===== src/rtl/pulse_sched_pkg.sv =====
// Shared types and constants for the pulse_sched shared-pulse scheduler.
package pulse_sched_pkg;
  localparam int   LEN_W_DEF = 4;
  localparam logic REQ_A     = 1'b0;
  localparam logic REQ_B     = 1'b1;

  typedef enum logic [1:0] {
    IDLE  = 2'd0,
    PULSE = 2'd1,
    GAP   = 2'd2
  } state_t;
endpackage


===== src/rtl/pulse_timer.sv =====
// Pulse length counter: load takes priority over decrement; flags the last high cycle.
module pulse_timer #(
  parameter int LEN_W = 4
) (
  input  logic             clock,
  input  logic             reset_,
  input  logic             load_i,
  input  logic             dec_i,
  input  logic [LEN_W-1:0] val_i,
  output logic             is_one_o
);
  logic [LEN_W-1:0] cnt_q, cnt_d;

  always_comb begin
    cnt_d = cnt_q;
    if (load_i)     cnt_d = val_i;
    else if (dec_i) cnt_d = cnt_q - 1'b1;
  end

  always_ff @(posedge clock) begin
    if (!reset_) cnt_q <= '0;
    else         cnt_q <= cnt_d;
  end

  assign is_one_o = (cnt_q == LEN_W'(1));
endmodule


===== src/rtl/pulse_sched.sv =====
// Round-robin scheduler sharing one registered pulse line between requesters A and B.
// Optional: define PULSE_SCHED_BACK2BACK_EN to arbitrate the other requester straight out of GAP.
module pulse_sched
  import pulse_sched_pkg::*;
#(
  parameter int LEN_W = LEN_W_DEF
) (
  input  logic             clock,
  input  logic             reset_,
  input  logic             req_a,
  input  logic [LEN_W-1:0] len_a,
  output logic             ack_a,
  input  logic             req_b,
  input  logic [LEN_W-1:0] len_b,
  output logic             ack_b,
  output logic             out,
  output logic             busy,
  output logic             grant_b
);
  state_t           state_q, state_d;
  logic             out_q, out_d;
  logic             grant_q, grant_d;
  logic             arb, load, dec, is_one, win_b;
  logic [LEN_W-1:0] win_len;

  // With both requesting, the one not served last wins.
  assign win_b   = (req_a && req_b) ? ~grant_q : req_b;
  assign win_len = win_b ? len_b : len_a;

  always_comb begin
    state_d = state_q;
    out_d   = 1'b0;
    grant_d = grant_q;
    arb     = 1'b0;
    load    = 1'b0;
    dec     = 1'b0;
    case (state_q)
      IDLE:  arb = req_a | req_b;
      PULSE: begin
        dec = 1'b1;
        if (is_one) state_d = GAP;
        else        out_d   = 1'b1;
      end
      GAP: begin
        state_d = IDLE;
`ifdef PULSE_SCHED_BACK2BACK_EN
        // Only the requester not just served may chain; win_b then picks it.
        arb = (grant_q == REQ_B) ? req_a : req_b;
`endif
      end
      default: state_d = IDLE;
    endcase
    if (arb) begin
      grant_d = win_b;
      load    = 1'b1;
      if (win_len != '0) begin
        out_d   = 1'b1;
        state_d = PULSE;
      end else begin
        state_d = GAP;
      end
    end
  end

  always_ff @(posedge clock) begin
    if (!reset_) begin
      state_q <= IDLE;
      out_q   <= 1'b0;
      grant_q <= REQ_B;
    end else begin
      state_q <= state_d;
      out_q   <= out_d;
      grant_q <= grant_d;
    end
  end

  pulse_timer #(.LEN_W(LEN_W)) u_timer (
    .clock    (clock),
    .reset_   (reset_),
    .load_i   (load),
    .dec_i    (dec),
    .val_i    (win_len),
    .is_one_o (is_one)
  );

  assign out     = out_q;
  assign busy    = (state_q != IDLE);
  assign grant_b = grant_q;
  assign ack_a   = (state_q == GAP) && (grant_q == REQ_A);
  assign ack_b   = (state_q == GAP) && (grant_q == REQ_B);
endmodule


===== config.mk =====
export PLATFORM = sky130hd
export DESIGN_NAME = pulse_sched
export DESIGN_NICKNAME = d
export VERILOG_FILES = /design/src/rtl/pulse_sched_pkg.sv /design/src/rtl/pulse_timer.sv /design/src/rtl/pulse_sched.sv
export SDC_FILE = /design/constraint.sdc
export NUM_CORES = 1
export LEC_CHECK = 0
export CAP_MARGIN = 20
export CORE_UTILIZATION = 30
export DETAILED_ROUTE_END_ITERATION = 12
export GPL_TIMING_DRIVEN = 0
export PLACE_DENSITY = 0.61
export SLEW_MARGIN = 20
export SYNTH_ARGS = -nofsm -noshare
export SYNTH_HDL_FRONTEND = slang
export SYNTH_SLANG_ARGS = --single-unit

===== constraint.sdc =====
create_clock -name clock -period 2.6 [get_ports clock]
set_input_delay 0.78 -clock clock [delete_from_list [all_inputs] [get_ports clock]]
set_output_delay 0.78 -clock clock [all_outputs]
set_load 0.02 [all_outputs]

* Word-level counts from Yosys, hierarchy flattened *
Cells that the tools add are included.

storage, ports and cells
  register bits after elaboration = 8
  input port bits = 12
  word-level logic and storage cells = 35

operators by class
  $add $sub $neg = 1
  eq/ne operators = 5
  muxes and demuxes = 15
  bitwise logic cells = 2
  reductions and logical operators = 8

operators by type and width
  operator                                                             count
  4-bit 2-to-1 mux                                                     3
  1-bit 2-to-1 mux                                                     8
  2-bit 2-to-1 mux                                                     3
  4-bit by 1-bit == test with 1-bit output (second input constant)     1
  2-bit one-hot mux with 2 select lines                                1
  2-bit nonzero test                                                   2
  4-bit nonzero test                                                   1
  4-bit by 1-bit subtractor with 4-bit output (second input constant)  1
  1-bit logical AND                                                    3
  3-bit != test (second input constant)                                1
  2-bit by 1-bit == test with 1-bit output (second input constant)     1
  2-bit == test (second input constant)                                1
  2-bit logical NOT                                                    1
  2-bit != test (second input constant)                                1
  2-bit AND reduction                                                  1
  1-bit NOT                                                            1
  1-bit bitwise OR                                                     1

* Logic depth before layout (Yosys ltp) *
Gate-level depths: netlist (run 1).

  depth in word-level cells = 6
  gate-level depth with buffers = 6
  mapped depth without buffers = 6

* Modules after synthesis *
Synthesis (run 1) repeated with hierarchy kept, for this count alone.

unflattened totals
  cells, all modules = 53
  area, all modules = 504.2 um^2

by module, submodules not included
  module       instances  cells an instance  area an instance (um^2)  sequential area each (um^2)
  pulse_sched  1          27                 266.5                    80.1
  pulse_timer  1          26                 237.7                    80.1

* Worst setup path before layout (run 1) *
No wires, ideal clock.

  kind = input to register
  start point = in len_a[0]
  end point = reg out_q (netlist: out)
  data arrival time = 1.646 ns
  required time = 2.484 ns
  slack = 0.839 ns
  cell stages on the path = 4
  cells stage by stage = or4_4 nor2_2 a21oi_2 a31o_1

between the ends
  word-level cells in the longest chain between the ends = 4

ends and longest elaborated chain
  element               RTL line           RTL
  from (decl)           pulse_sched.sv:11  input logic [LEN_W-1:0] len_a,
  4-bit 2-to-1 mux      pulse_sched.sv:28  assign win_len = win_b ? len_b : len_a;
  4-bit nonzero test    pulse_sched.sv:56  if (win_len != '0) begin
  1-bit 2-to-1 mux      pulse_sched.sv:56
  1-bit 2-to-1 mux      pulse_sched.sv:53  if (arb) begin
  to (signal assigned)  pulse_sched.sv:72  out_q <= out_d;
  to (decl)             pulse_sched.sv:21  logic out_q, out_d;

No other way between the ends.
A chain may end at the register's enable or synchronous reset.

* Worst setup path after layout (run 1) *
  start point = reg state_q[1]
  end point = out ack_a

between the ends
  word-level cells in the longest chain between the ends = 2

ends and longest elaborated chain
  element                 RTL line           RTL
  from (decl)             pulse_sched.sv:20  state_t state_q, state_d;
  from (signal assigned)  pulse_sched.sv:71  state_q <= state_d;
  2-bit == test           pulse_sched.sv:89  assign ack_a = (state_q == GAP) && (grant_q == REQ_A);
  1-bit logical AND       pulse_sched.sv:89
  to (decl)               pulse_sched.sv:12  output logic ack_a,

No other way between the ends.

==> results of run 1 <==
==> flip-flops by register name, summed over array words and instances (netlist names) <==
signal         flops
u_timer.cnt_q      4
out                1
grant_b            1
state_q            2
==> power by group <==
part | switching, W | internal (W)
logic | 0.0000854 | 0.0000923
registers | 0.0000297 | 0.000152
clock network | 0.0000405 | 0.0000527
==> cell usage in the layout (no fill, tap or decap) <==
cell type                         count
sky130_fd_sc_hd__clkbuf_4             3
sky130_fd_sc_hd__a21oi_2              1
sky130_fd_sc_hd__o2bb2ai_1            2
sky130_fd_sc_hd__nand2_1              4
sky130_fd_sc_hd__ha_1                 2
sky130_fd_sc_hd__nor3_1               1
sky130_fd_sc_hd__nor3b_1              1
sky130_fd_sc_hd__o211a_1              1
sky130_fd_sc_hd__xnor2_1              1
sky130_fd_sc_hd__a21oi_1              3
sky130_fd_sc_hd__a31o_2               1
sky130_fd_sc_hd__and3b_1              1
sky130_fd_sc_hd__nor2_1               2
sky130_fd_sc_hd__mux2i_1              4
sky130_fd_sc_hd__a31o_1               2
sky130_fd_sc_hd__inv_1                3
sky130_fd_sc_hd__nor4_1               2
sky130_fd_sc_hd__nand3b_1             2
sky130_fd_sc_hd__dfxtp_1              8
sky130_fd_sc_hd__or4_4                1
sky130_fd_sc_hd__nor2_2               1
sky130_fd_sc_hd__xor2_1               1
sky130_fd_sc_hd__o22ai_1              1
sky130_fd_sc_hd__clkbuf_1             1
sky130_fd_sc_hd__o21ai_0              5
sky130_fd_sc_hd__a21boi_4             1
sky130_fd_sc_hd__clkdlybuf4s50_1     15
sky130_fd_sc_hd__o21a_1               1
sky130_fd_sc_hd__nand2b_1             1
==> worst reg2reg max path, cell delays in order (launching register included) <==
cell                      delay (ps)
sky130_fd_sc_hd__dfxtp_1         360
sky130_fd_sc_hd__nor2_1          220
sky130_fd_sc_hd__o21a_1          290
sky130_fd_sc_hd__nand2_1         140
sky130_fd_sc_hd__o22ai_1         190
==> per-layer routing <==
| metal | global-route usage [%] | vias up |
|---|---|---|
| met3 | 8.19 | 2 |
| met2 | 18.5 | 13 |
| met5 | 0 | - |
| li1 | - | 236 |
| met4 | 5.63 | 0 |
| met1 | 16.8 | 205 |
==> how the worst min path moves through the flow <==
| stage | start | slack, ps | to |
|---|---|---|---|
| detailed placement | u_timer.cnt_q[3]$_SDFFE_PN0P_ | 560 | state_q[1]$_SDFFE_PN0P_ |
| finish | u_timer.cnt_q[3]$_SDFFE_PN0P_ | 560 | state_q[1]$_SDFFE_PN0P_ |
| global route | u_timer.cnt_q[3]$_SDFFE_PN0P_ | 640 | state_q[1]$_SDFFE_PN0P_ |
| floorplan | u_timer.cnt_q[3]$_SDFFE_PN0P_ | 540 | state_q[1]$_SDFFE_PN0P_ |
| global placement | u_timer.cnt_q[3]$_SDFFE_PN0P_ | 560 | state_q[1]$_SDFFE_PN0P_ |
| CTS | u_timer.cnt_q[3]$_SDFFE_PN0P_ | 570 | state_q[1]$_SDFFE_PN0P_ |
==> cell usage after synthesis, drive strengths merged <==
cell | instances | area share [%]
inv | 3 | 2.3
a31o | 3 | 5.4
clkbuf | 1 | 0.77
o2bb2ai | 2 | 3.6
and3b | 1 | 1.8
nor3 | 1 | 1.0
or4 | 1 | 2.3
nor3b | 1 | 1.5
o22ai | 1 | 1.3
ha | 2 | 5.1
nor2 | 3 | 2.8
nand2b | 1 | 1.3
dfxtp | 8 | 33
xnor2 | 1 | 1.8
xor2 | 1 | 1.8
o211a | 1 | 2.1
nand2 | 4 | 3.1
o21ai | 5 | 5.1
a21boi | 1 | 3.8
a21oi | 4 | 4.9
o21a | 1 | 1.5
nor4 | 2 | 2.6
mux2i | 4 | 8.2
nand3b | 2 | 3.1
==> metrics by stage <==
stage / setup slack, ps / area, sq um / hold slack (ps) / instances / utilization [%]
5_1_grt: 228 / 681 / 635 / 88 / 45.2
3_3_place_gp: 355 / 658 / 562 / 85 / 43.7
6_report: 288 / 681 / 564 / 88 / 45.2
3_5_place_dp: 362 / 658 / 563 / 85 / 43.7
2_1_floorplan: 839 / 488 / 536 / 54 / -
4_1_cts: 299 / 681 / 567 / 88 / 45.2
==> logic make-up (layout without fill, tap and decap cells) <==
| family | Yosys count | after routing | share of synthesized area, % |
|---|---|---|---|
| buffers and inverters | 4 | 22 | 3.08 |
| xor gates and xnor gates | 2 | 2 | 3.59 |
| adders and majority gates | 2 | 2 | 5.13 |
| DFF | 8 | 8 | 32.8 |
| and+or+nand+nor | 16 | 16 | 19.5 |
| muxes | 4 | 4 | 8.21 |
| AOI/OAI and AO/OA | 18 | 18 | 27.7 |
==> area by class of cell <==
| cell class | instances | area (sq um) |
|---|---|---|
| tap | 16 | 20.0 |
| multi-input combinational | 42 | 313 |
| fill | 153 | 826 |
| buffer | 1 | 3.75 |
| clock buffer | 3 | 22.5 |
| timing repair buffer | 15 | 150 |
| sequential | 8 | 160 |
| inverter | 3 | 11.3 |
==> metrics.cfg, run 1 <==
[routing]
highest_metal_layer_with_signal_wires=met4
drc=0
detail_route.wirelength_microns=1030
wl_met1_microns=519
wl_met2_microns=435
antenna_violating_nets_post_route=0
detail_route.wl_per_cell_microns=11.7
via_per_inst=5.18
firstDrtPassIters=4
dr_total_vias=456
route.met3.wl_microns=61
detailedRoute.firstIterationViolations=1

[logic_synthesis]
ys_seq_area_share_pct=32.8
synthesis.yosys.warnings=0
avgSynthCellArea_sq_um=9.04
number_of_register_bits_inferred_by_synthesis=8
netlist_area_sq_um=488
synthDistinctLibCells=27
synth_cells=54
mappedNetlistNets=68

[grt]
global_route_wire_length_before_repair_microns=1770
number_of_antenna_violations_at_the_first_check_in_global_routing=0
number_of_global_route_vias_before_repair=407
grt_max_degree=10
grt.total_usage_pct=13.4
overflow=0

[setup_path]
critPathMaxFanout=8
r2r-end=state_q[1]$_SDFFE_PN0P_
timing.setup.critical_path_class=register to output pin
worst_ep_required_time_ps=1820
critPathBufInv=1
reg2reg_start=state_q[0]$_SDFFE_PN0P_
worstPathCellList=nor3b_1, clkdlybuf4s50_1
startpoint_type=register
crit_end=ack_a
crit_path_top_delay_cell=sky130_fd_sc_hd__clkdlybuf4s50_1
critPathArrivalTime_ps=1530
rrSetupSlack_ps=1330
worstSetupStartpoint=state_q[1]$_SDFFE_PN0P_
timing.critical_path.depth=2
critPathTopFamily=buffers and inverters
crit_end_category=output pin
worst_r2r_path_depth=4
cp_slowest_stage_delay_ps=630

[cts]
cts_repair_resize_count=0
holdBufCountCts=0
cts.reportedPaths.clkPinSlew_ps=50
clock-root-buffer=sky130_fd_sc_hd__clkbuf_4
cts_setup_buffers=0
max-clock-path-buffers=2
cts_tree=yes
cts-buffers-inserted=3
clkLatencyLatePin_ps=250
h-tree-depth=1
cts_num_sinks=8

[layout]
area_growth_from_synthesis_to_layout_pct=39.5
antenna_cells=0
final_layout_size_suffix_gt1_share_pct=11.1
layout.nets=88

[placement]
place.gp.congestion=0.716
port_buffers=15
dp.final_hpwl_microns=805

[sta]
timing_hold_violations_final=0
timing.final.crit_period_ps=2310
setup_clock_skew_after_layout_ps=5.07
max_freq_mhz=432
final-max-slew-violation-count=0
final_min_period_over_clock_period_pct=88.9
final-setup-viol-count=0
worst_slew_pin_slew_ps=372
setup_repair_after_global_routing_missed_its_margin=false
worst_slew_margin_rel_pct=75.2
final.setup.tns_ps=0

[floorplanning]
total_number_of_placement_rows=14
design.die.area_sq_mm=0.00179
floorplan.initialDensity_pct=32.4
floorplan.die.width_microns=42.3
ioPinCount=17
core_region_area_sq_mm=0.00151
die_height_microns=42.3

[flow_run]
maximum_capacitance_violations=0

[power_and_ir_drop]
post-layout-total-power_w=0.000452
peakVddDrop_mv=0.294
p_leak_nw=0.268
power-per-cell-area_mw_per_mm2=664

[outcome]
outcome=finished, final reports clean

[hold_path]
hold-path-cell-count=3
timing.hold.worst.class=register to register

No activity file was read; power rests on OpenSTA's default activity.
==> inputs of run 2 (changes only) <==
Settings changed: TNS_END_PERCENT set to 20.
==> results of run 2 <==
No change in the layout: final DEF, timing and power equal those of run 1.
==> inputs of run 3 (changes only) <==
Settings changed: SKIP_LAST_GASP set to 1.
==> results of run 3 <==
No change in the layout: final DEF, timing and power equal those of run 1.
==> edit (config.mk and constraints of run 1) <==
Change the package constant `LEN_W_DEF` from 4 to 8.
--- a/src/rtl/pulse_sched_pkg.sv
+++ b/src/rtl/pulse_sched_pkg.sv
@@ -1,6 +1,6 @@
 // Shared types and constants for the pulse_sched shared-pulse scheduler.
 package pulse_sched_pkg;
-  localparam int   LEN_W_DEF = 4;
+  localparam int   LEN_W_DEF = 8;
   localparam logic REQ_A     = 1'b0;
   localparam logic REQ_B     = 1'b1;
 
Ports: changed (resized len_a and len_b); port bits go from 17 to 25. No check against the original RTL was run, so the function may have changed too.
==> edit against run 1 <==
Area after synthesis is 56% higher. Design area is 56% higher. Sequential cell count up 4. Combinational power up 46%. Register-to-register slack worse by 410 ps. Total power is 39% higher. Die area rose by 53%. Routed wire length rose by 73%. Worst setup slack worse by 47 ps. Largest cell class unchanged. Largest power group unchanged. Highest routed layer unchanged.
==> edit: results (changes against run 1) <==
** Clock tree
- The number of resized instances in the post-cts repair step came to 0 (unchanged).
- The tree is rooted in a clkbuf_4.
- The CTS buffer count came to 3 (unchanged).
- The clock slew seen by the registers of the worst setup and hold paths is 70 ps (+20 ps).
- Clock latency on the worst-skew pair :: 270 ps (+20 ps)
- The deepest clock path buffer count was 2 (unchanged).
- Max H-tree Level :: 1 (unchanged)

** Min path
- Hold WC Path Type :: register to register
- The startpoint identified for the worst hold timing path is u_timer.cnt_q[0].

** Synth
- Mapped Nets :: 108 (+59%)
- Most frequent cells after synthesis :: dfxtp_1, nor2_1, mux2i_1
- By area the synthesized netlist is led by dfxtp_1, mux2i_1, nor2_1.
- The post-synthesis cell type count is 34 (+26%).
- Sequential-to-total area share from yosys stat :: 0.3148 (-0.01345)
- The most used flip-flop cell after synthesis is dfxtp_1.
- Share of synthesized registers carrying an async set or reset :: 0 (unchanged)
- Count of synthesis-stage warnings from yosys :: 0 (unchanged)

** Critical path
- Start point of the critical path :: req_b
- The endpoint arrival time on the critical path was 2520 ps (+990 ps).
- Start of the worst register-to-register path :: u_timer.cnt_q[2]
- Worst Path Max Fanout :: 10 (+2)

** Cells and area
- Antenna fix cells :: 0 (unchanged)
- Fraction of layout instances using a drive strength above 1 :: 0.09735 (-0.01377)
- The largest registers in the layout are u_timer.cnt_q x8, state_q x2.
- Fin nets :: 137 (+56%)
- The flip-flop count of the largest register, all copies and words added came to 8 (+4).
- Filler Cell Count :: 229 (+50%)
- Storage element area :: 240.2 µm² (+50%)

** Detailed routing
- The highest metal layer carrying signal wires in the routed design is met4.
- Routed met1 length :: 851 µm (+64%)
- Routed via count :: 730 (+60%)
- The first-pass iteration count of the detailed router came to 3 (-1).
- Met2 routed wirelength :: 869 µm (+100%)
- The routed length on met3 was 49 µm (-20%).
- The number of DRC markers after the initial detailed-route iteration was 10 (+9).
- The detailed-route wire length is 1784 µm (+73%).

** Placement
- The number of buffers inserted by port buffering is 24 (+9).
- Placed wire-length estimate :: 1466 µm (+82%)
- The worst setup slack after placement came to -43.31 ps (-405.0 ps).
- Global placement routability congestion :: 0.7411 (+3.5%)

** Outcome
- Outcome :: completed

** Timing
- The worst-case clock skew was 2.805 ps (-2.267 ps).
- Tightest slew margin relative to the limit :: 0.6157 (-0.1361)

** Global route
- Global-route wire length before repair :: 3008 µm (+70%)
- The largest net degree at the start of global routing came to 11 (+1).
- The number of global-route vias before repair came to 686 (+69%).
- Initial antenna violation count :: 0 (unchanged)
- The global-route usage over all layers is 0.1511 (+0.01662).

** Pwr
- The maximum ir drop on the vdd rail was 0.2842 mV (-3.2%).
- Leak :: 0.3971 nW (+48%)
-- edit: cell count changes after synthesis, sizes merged, moves of 3 or more --
cell	change
nor2	+8
dfxtp	+4
and3	+3
mux2i	+3
nand2	-3
o31a	+3
-- edit: where the power goes --
| part | switching [mW] | total [mW] | internal [mW] |
|---|---|---|---|
| Sequential | 0.0391 | 0.259 | 0.220 |
| Clock | 0.0584 | 0.112 | 0.0536 |
| Combinational | 0.122 | 0.259 | 0.137 |
-- edit: worst paths after layout --
| path | endpoint | slack, ps | depth (start not counted) |
|---|---|---|---|
| setup reg to reg | state_q[1] | 920 | 4 |
| hold / removal | u_timer.cnt_q[0] | 600 | 2 |
| hold reg to reg | u_timer.cnt_q[0] | 600 | 2 |
| setup / recovery | u_timer.cnt_q[0] | 240 | 5 |
-- edit: area by class of cell --
class,instances,area share
repair buffers,24,0.2264
inverters,3,0.01061
flip-flops and latches,12,0.2264
multi-input cells,68,0.4705
well taps,28,0.03302
clock buffers,3,0.02123
plain buffers,3,0.01179
-- edit: per-layer routing --
| metal | global-route usage | vias to the layer above |
|---|---|---|
| li1 | - | 383 |
| met1 | 0.1813 | 339 |
| met2 | 0.2532 | 6 |
| met3 | 0.05217 | 2 |
| met4 | 0.03947 | 0 |
| met5 | 0 | - |
-- edit: logic make-up (layout without fill, tap and decap cells) --
| logic type | count (synthesis) | in the layout | share of synthesized area |
|---|---|---|---|
| buf+inv | 6 | 33 | 0.03114 |
| simple gates | 34 | 34 | 0.2803 |
| flops | 12 | 12 | 0.3148 |
| mux | 9 | 9 | 0.1213 |
| compound gates | 21 | 21 | 0.1967 |
| xor+xnor | 2 | 2 | 0.02296 |
| fa+ha+maj | 2 | 2 | 0.03278 |
-- edit: critical path, stage by stage --
cell,delay (ps)
clkdlybuf4s50_1,480
o21ai_0,510
clkbuf_1,360
nor2_1,100
o31a_1,290
-- edit: stage by stage --
step	total power, mW	instance area [µm²]	hold WS [ps]	instances
after global placement	0.5165	1039	576.1	138
final	0.6295	1061	596.4	141
after global routing	0.6750	1061	620.1	141
after floorplan	0.4269	763.2	548.8	86
after detailed placement	0.5228	1039	590.6	138
after CTS	0.6365	1061	606.3	141
